<file path="src/rtl/dii_feeder_pkg.sv">
// Shared types and constants for the DII instruction feeder.
package dii_feeder_pkg;

  typedef logic [31:0] instr_word_t;

  // RISC-V canonical NOP (addi x0, x0, 0)
  localparam instr_word_t NopInstr = 32'h0000_0013;

endpackage : dii_feeder_pkg

</file>
<file path="src/rtl/dii_fifo.sv">
// Synchronous first-word-fall-through FIFO with flush; head word is valid whenever empty_o=0.
module dii_fifo
  import dii_feeder_pkg::*;
#(
  parameter int Depth = 8
) (
  input  logic                       clk,
  input  logic                       rst,
  input  logic                       push_i,
  input  instr_word_t                data_i,
  input  logic                       pop_i,
  input  logic                       flush_i,
  output instr_word_t                data_o,
  output logic [$clog2(Depth+1)-1:0] level_o,
  output logic                       full_o,
  output logic                       empty_o
);

  localparam int LW = $clog2(Depth + 1);
  localparam int PW = $clog2(Depth);
  localparam logic [LW-1:0] DepthL = LW'(Depth);

  instr_word_t   mem_q [Depth];
  logic [PW-1:0] wr_ptr_q, wr_ptr_d;
  logic [PW-1:0] rd_ptr_q, rd_ptr_d;
  logic [LW-1:0] level_q, level_d;
  logic          do_push;
  logic          do_pop;

  assign empty_o = (level_q == '0);
  assign full_o  = (level_q == DepthL);
  assign level_o = level_q;
  assign data_o  = mem_q[rd_ptr_q];

  // A full FIFO still takes a push when the head leaves in the same cycle.
  always_comb begin
    do_pop   = pop_i && !empty_o && !flush_i;
    do_push  = push_i && !flush_i && (!full_o || do_pop);
    wr_ptr_d = wr_ptr_q;
    rd_ptr_d = rd_ptr_q;
    level_d  = level_q;
    if (flush_i) begin
      wr_ptr_d = '0;
      rd_ptr_d = '0;
      level_d  = '0;
    end else begin
      if (do_push) wr_ptr_d = wr_ptr_q + PW'(1);
      if (do_pop)  rd_ptr_d = rd_ptr_q + PW'(1);
      case ({do_push, do_pop})
        2'b10:   level_d = level_q + LW'(1);
        2'b01:   level_d = level_q - LW'(1);
        default: level_d = level_q;
      endcase
    end
  end

  always_ff @(posedge clk or posedge rst) begin
    if (rst) begin
      wr_ptr_q <= '0;
      rd_ptr_q <= '0;
      level_q  <= '0;
    end else begin
      wr_ptr_q <= wr_ptr_d;
      rd_ptr_q <= rd_ptr_d;
      level_q  <= level_d;
    end
  end

  // Storage carries data only, so it is left out of reset.
  always_ff @(posedge clk) begin
    if (do_push) mem_q[wr_ptr_q] <= data_i;
  end

endmodule : dii_fifo

</file>
<file path="src/rtl/dii_instr_feeder.sv">
// Buffers driver instruction words and feeds the core DII port under an inflight-credit limit.
// Optional build macro DII_FEEDER_NOP_FILL_EN: present NOPs whenever the FIFO is empty and credit allows.
module dii_instr_feeder
  import dii_feeder_pkg::*;
#(
  parameter int Depth       = 8,
  parameter int MaxInflight = 16,
  parameter int CntW        = 32
) (
  input  logic                             clk,
  input  logic                             rst,
  input  logic                             push_valid_i,
  output logic                             push_ready_o,
  input  instr_word_t                      push_instr_i,
  output logic                             instr_valid_o,
  output instr_word_t                      instr_rdata_dii_o,
  input  logic                             instr_ack_i,
  input  logic                             rvfi_valid_i,
  input  logic                             count_en_i,
  input  logic                             flush_i,
  output logic [CntW-1:0]                  instr_in_o,
  output logic [CntW-1:0]                  instr_out_o,
  output logic [$clog2(MaxInflight+1)-1:0] inflight_o,
  output logic [$clog2(Depth+1)-1:0]       level_o,
  output logic                             ack_miss_o,
  output logic                             underflow_o
);

  localparam int IW = $clog2(MaxInflight + 1);
  localparam logic [IW-1:0] MaxInfl = IW'(MaxInflight);

  instr_word_t   fifo_head;
  logic          fifo_full;
  logic          fifo_empty;
  logic          fifo_push;
  logic          fifo_pop;
  logic          credit_ok;
  logic          pop;

  logic [IW-1:0]   inflight_q, inflight_d;
  logic [CntW-1:0] instr_in_q, instr_in_d;
  logic [CntW-1:0] instr_out_q, instr_out_d;
  logic            ack_miss_q, ack_miss_d;
  logic            underflow_q, underflow_d;

  dii_fifo #(
    .Depth (Depth)
  ) u_fifo (
    .clk     (clk),
    .rst     (rst),
    .push_i  (fifo_push),
    .data_i  (push_instr_i),
    .pop_i   (fifo_pop),
    .flush_i (flush_i),
    .data_o  (fifo_head),
    .level_o (level_o),
    .full_o  (fifo_full),
    .empty_o (fifo_empty)
  );

  always_comb begin
    credit_ok = (inflight_q < MaxInfl);
`ifdef DII_FEEDER_NOP_FILL_EN
    instr_valid_o     = credit_ok;
    instr_rdata_dii_o = fifo_empty ? NopInstr : fifo_head;
`else
    instr_valid_o     = !fifo_empty && credit_ok;
    instr_rdata_dii_o = fifo_empty ? '0 : fifo_head;
`endif
    // A flush swallows the ack: nothing is consumed or counted that cycle.
    pop          = instr_ack_i && instr_valid_o && !flush_i;
    fifo_pop     = pop && !fifo_empty;
    push_ready_o = !flush_i && (!fifo_full || fifo_pop);
    fifo_push    = push_valid_i && push_ready_o;
  end

  always_comb begin
    inflight_d  = inflight_q;
    instr_in_d  = instr_in_q;
    instr_out_d = instr_out_q;
    ack_miss_d  = ack_miss_q;
    underflow_d = underflow_q;

    if (instr_ack_i && !instr_valid_o) ack_miss_d = 1'b1;
    if (rvfi_valid_i && (inflight_q == '0)) underflow_d = 1'b1;
    if (rvfi_valid_i) instr_out_d = instr_out_q + CntW'(1);
    if (pop && count_en_i) instr_in_d = instr_in_q + CntW'(1);

    if (flush_i) begin
      inflight_d = '0;
    end else begin
      case ({pop, rvfi_valid_i})
        2'b10:   inflight_d = inflight_q + IW'(1);
        2'b01:   inflight_d = (inflight_q == '0) ? '0 : inflight_q - IW'(1);
        default: inflight_d = inflight_q;
      endcase
    end
  end

  always_ff @(posedge clk or posedge rst) begin
    if (rst) begin
      inflight_q  <= '0;
      instr_in_q  <= '0;
      instr_out_q <= '0;
      ack_miss_q  <= 1'b0;
      underflow_q <= 1'b0;
    end else begin
      inflight_q  <= inflight_d;
      instr_in_q  <= instr_in_d;
      instr_out_q <= instr_out_d;
      ack_miss_q  <= ack_miss_d;
      underflow_q <= underflow_d;
    end
  end

  assign inflight_o  = inflight_q;
  assign instr_in_o  = instr_in_q;
  assign instr_out_o = instr_out_q;
  assign ack_miss_o  = ack_miss_q;
  assign underflow_o = underflow_q;

endmodule : dii_instr_feeder

</file>
<file path="config.mk">
export PLATFORM = sky130hd
export DESIGN_NAME = dii_instr_feeder
export DESIGN_NICKNAME = d
export VERILOG_FILES = /design/src/rtl/dii_feeder_pkg.sv /design/src/rtl/dii_fifo.sv /design/src/rtl/dii_instr_feeder.sv
export SDC_FILE = /design/constraint.sdc
export NUM_CORES = 1
export LEC_CHECK = 0
export CAP_MARGIN = 15
export CORE_MARGIN = 3
export CORE_UTILIZATION = 35
export CTS_BUF_LIST = sky130_fd_sc_hd__clkbuf_8
export DETAILED_ROUTE_END_ITERATION = 8
export PLACE_DENSITY = 0.55
export SYNTH_ARGS = -nofsm -noshare
export SYNTH_HDL_FRONTEND = slang
export SYNTH_SLANG_ARGS = --single-unit
export TNS_END_PERCENT = 20
</file>
<file path="constraint.sdc">
create_clock -name clk -period 4.7 [get_ports clk]
set_clock_uncertainty 0.1 [all_clocks]
set_input_delay 0.47 -clock clk [delete_from_list [all_inputs] [get_ports clk]]
set_output_delay 0.47 -clock clk [all_outputs]
set_load 0.05 [all_outputs]
</file>
==> flow_summary.toml <==
[drt]
vias = 7760
drtIter0Drc = 521
antenna_left = 0
met3_length_um = 1690
wl_per_cell_um = 19.9
drc_errors = 0
highest_layer = "met5"
routed_via_density = 4.96
drt-pass1-iter-count = 5
wl_met2_um = 14900
drt-met1-wl_um = 13900
wl_um = 31200

[critical_path]
r2r-start = "u_fifo.level_o[0]"
arrival_ns = 3.44
path_max_fanout = 36
cp_top_family = "buffers and inverters"
worstPathRequired_ns = 4.13
worst-path-buf-inv = 2
setup.worst_path.start_class = "register"
cp_slowest_cell = "dfrtp_4"
path_class = "register to primary output"
crit_chain = "buf_4 > mux4_2 > mux2i_1 > nor2_1 > clkdlybuf4s50_1"
rr_worst_depth = 8
reg2reg_setup_slack_ns = 1.56
critPathCaptureType = "primary output"
reg2reg_to = "u_fifo.level_o[3]"
max_stage_delay_ns = 0.93

[clock_network]
clockRootBuffer = "clkbuf_8"
postCtsResizedCells = 0
clk_latency_ns = 0.62
cts_setup_buffers = 0
cts_made_buffers = 58
clkSinkCount = 337
cts_hold_buf = 0
clk_pin_slew_ns = 0.06
cts_tree = "built"
h-tree-depth = 2
clk_path_buf_depth = 3

[sta]
maxSlewHeadroom = 0.355
timing.final.ws_setup_ns = 0.693
setup_tns_ns = 0
rsz0062_at_grt = "false"
fin_hold_ws_ns = 0.219
setup_violations = 0
fin_crit_sh = 0.853
worstMarginPinSlew_ns = 0.960
max_freq_ghz = 0.250
drv_slew = 0
finalHoldViolations = 0
fin_crit_ns = 4.01

[synthesis]
async_flop_share = 0.240
syn-instance-count = 812
synth_fp_nets = 859
ys_seq_area_frac = 0.704
synthDistinctLibCells = 50
avgSynthCellArea_um2 = 17.0
syn-cell-area_um2 = 13800
synth_edf_count = 256
ys_warn_count = 0
ys.flop_type = "edfxtp_1"
ys_ff_latch = 337

[pwr]
ir_drop_uv = 373
power.density_nw_per_um2 = 470
leakage_nw = 5.93
finalPower_mw = 8.00

[placed_design]
pre_cts_ws_ns = 1.24
gp_congestion = 0.750
dp_hpwl_um = 18600
placed_area_um2 = 16000
place_inst = 1461
portBuffers = 147

[floorplanning]
core_area_um2 = 38800
die_x_um = 205
std_cell_rows = 72
fp.dieH_um = 205
ios = 148
initial_core_util = 0.355
die-area_um2 = 41800

[cells_and_area]
final_nets = 1050
area_growth_pct = 23.5
fin_cells = 1564
utilization = 0.439
drive_above_1_share = 0.177
n_fill_cell = 3461
final_area_um2 = 17000

[run_status]
status = "complete, no violations"

[job]
drv_cap = 0

[grt]
globalRoute.totalOverflow = 0
grt_pass1_wl_um = 48300
gr-usage-all-layers = 0.151
antenna_found_initial = 2
grt_max_degree = 67
grt_pass1_vias = 8037

[hold_path]
worstHoldPathType = "input port to async pin"
[per-layer routing]
layer | track usage | up-vias
met4 | 0.0585 | 2
met2 | 0.237 | 222
li1 | - | 3542
met1 | 0.206 | 3941
met3 | 0.0345 | 53
met5 | 0 | -
[cell usage in the layout, fill, tap and decap left out, types with 9 or more instances in the layout]
| cell | instances |
|---|---|
| clkbuf_8 | 58 |
| and4_1 | 9 |
| nor2_1 | 51 |
| dfrtp_1 | 78 |
| nand3_1 | 23 |
| xor2_1 | 36 |
| inv_1 | 31 |
| xnor2_1 | 32 |
| nand2_1 | 35 |
| buf_4 | 19 |
| mux2i_1 | 33 |
| nand4_1 | 17 |
| clkdlybuf4s50_1 | 147 |
| clkinv_2 | 11 |
| edfxtp_1 | 256 |
| clkinv_1 | 13 |
| nor3_1 | 32 |
| mux4_2 | 64 |
[cells in the mapped netlist, types with 9 or more instances]
cell type,count,share of area
and4_1,9,0.0057
xor2_1,36,0.023
xnor2_1,32,0.020
clkbuf_1,18,0.0049
mux4_2,64,0.10
edfxtp_1,256,0.56
nand3_1,23,0.0083
nand2_1,35,0.0095
nand4_1,17,0.0077
mux2i_1,33,0.024
nor2_1,57,0.016
nor3_1,34,0.012
dfrtp_1,81,0.15
inv_1,14,0.0038
buf_2,9,0.0033
[layout make-up]
cell class | count | area (µm²) | area share
multi-input combinational | 424 | 3930 | 0.231
clock buffer | 58 | 798 | 0.0469
antenna | 1 | 2.50 | 0.000147
inverter | 14 | 53.8 | 0.00316
sequential | 337 | 9720 | 0.571
tap | 518 | 648 | 0.0380
timing repair buffer | 168 | 1650 | 0.0971
clock inverter | 44 | 229 | 0.0134
[worst max path at each step]
stage / start / to / slack, ns / cells past startpoint
floorplan: inflight_o[4] / u_fifo.mem_q[0][0] / 0.26 / 6
global placement: u_fifo.rd_ptr_q[0] / instr_rdata_dii_o[25] / 1.25 / 5
detailed placement: instr_ack_i / u_fifo.mem_q[5][6] / 1.24 / 6
CTS: u_fifo.rd_ptr_q[0] / instr_rdata_dii_o[25] / 0.52 / 5
global route: u_fifo.rd_ptr_q[0] / instr_rdata_dii_o[25] / 0.39 / 5
finish: u_fifo.rd_ptr_q[0] / instr_rdata_dii_o[25] / 0.69 / 5
[where the power goes]
part	switching (mW)	internal [mW]
Combinational	1.29	0.808
Sequential	0.200	3.32
Clock	1.18	1.21
Total	2.67	5.34
[sequential cells by signal (all words and copies together) (netlist names)]
register	cells
u_fifo.wr_ptr_q	3
u_fifo.mem_q	256
inflight_o	5
instr_out_o	32
u_fifo.level_o	4
u_fifo.rd_ptr_q	3
ack_miss_o	1
instr_in_o	32
underflow_o	1
[kinds of logic after synthesis]
family	count (synthesis)	synth area share
DFF	337	0.704
and+or+nand+nor	213	0.0817
muxes	100	0.131
xor gates and xnor gates	68	0.0432
buffers and inverters	51	0.0163
AOI/OAI and AO/OA	35	0.0168
adders and majority gates	8	0.00725
(Power assumes the default switching activity.)
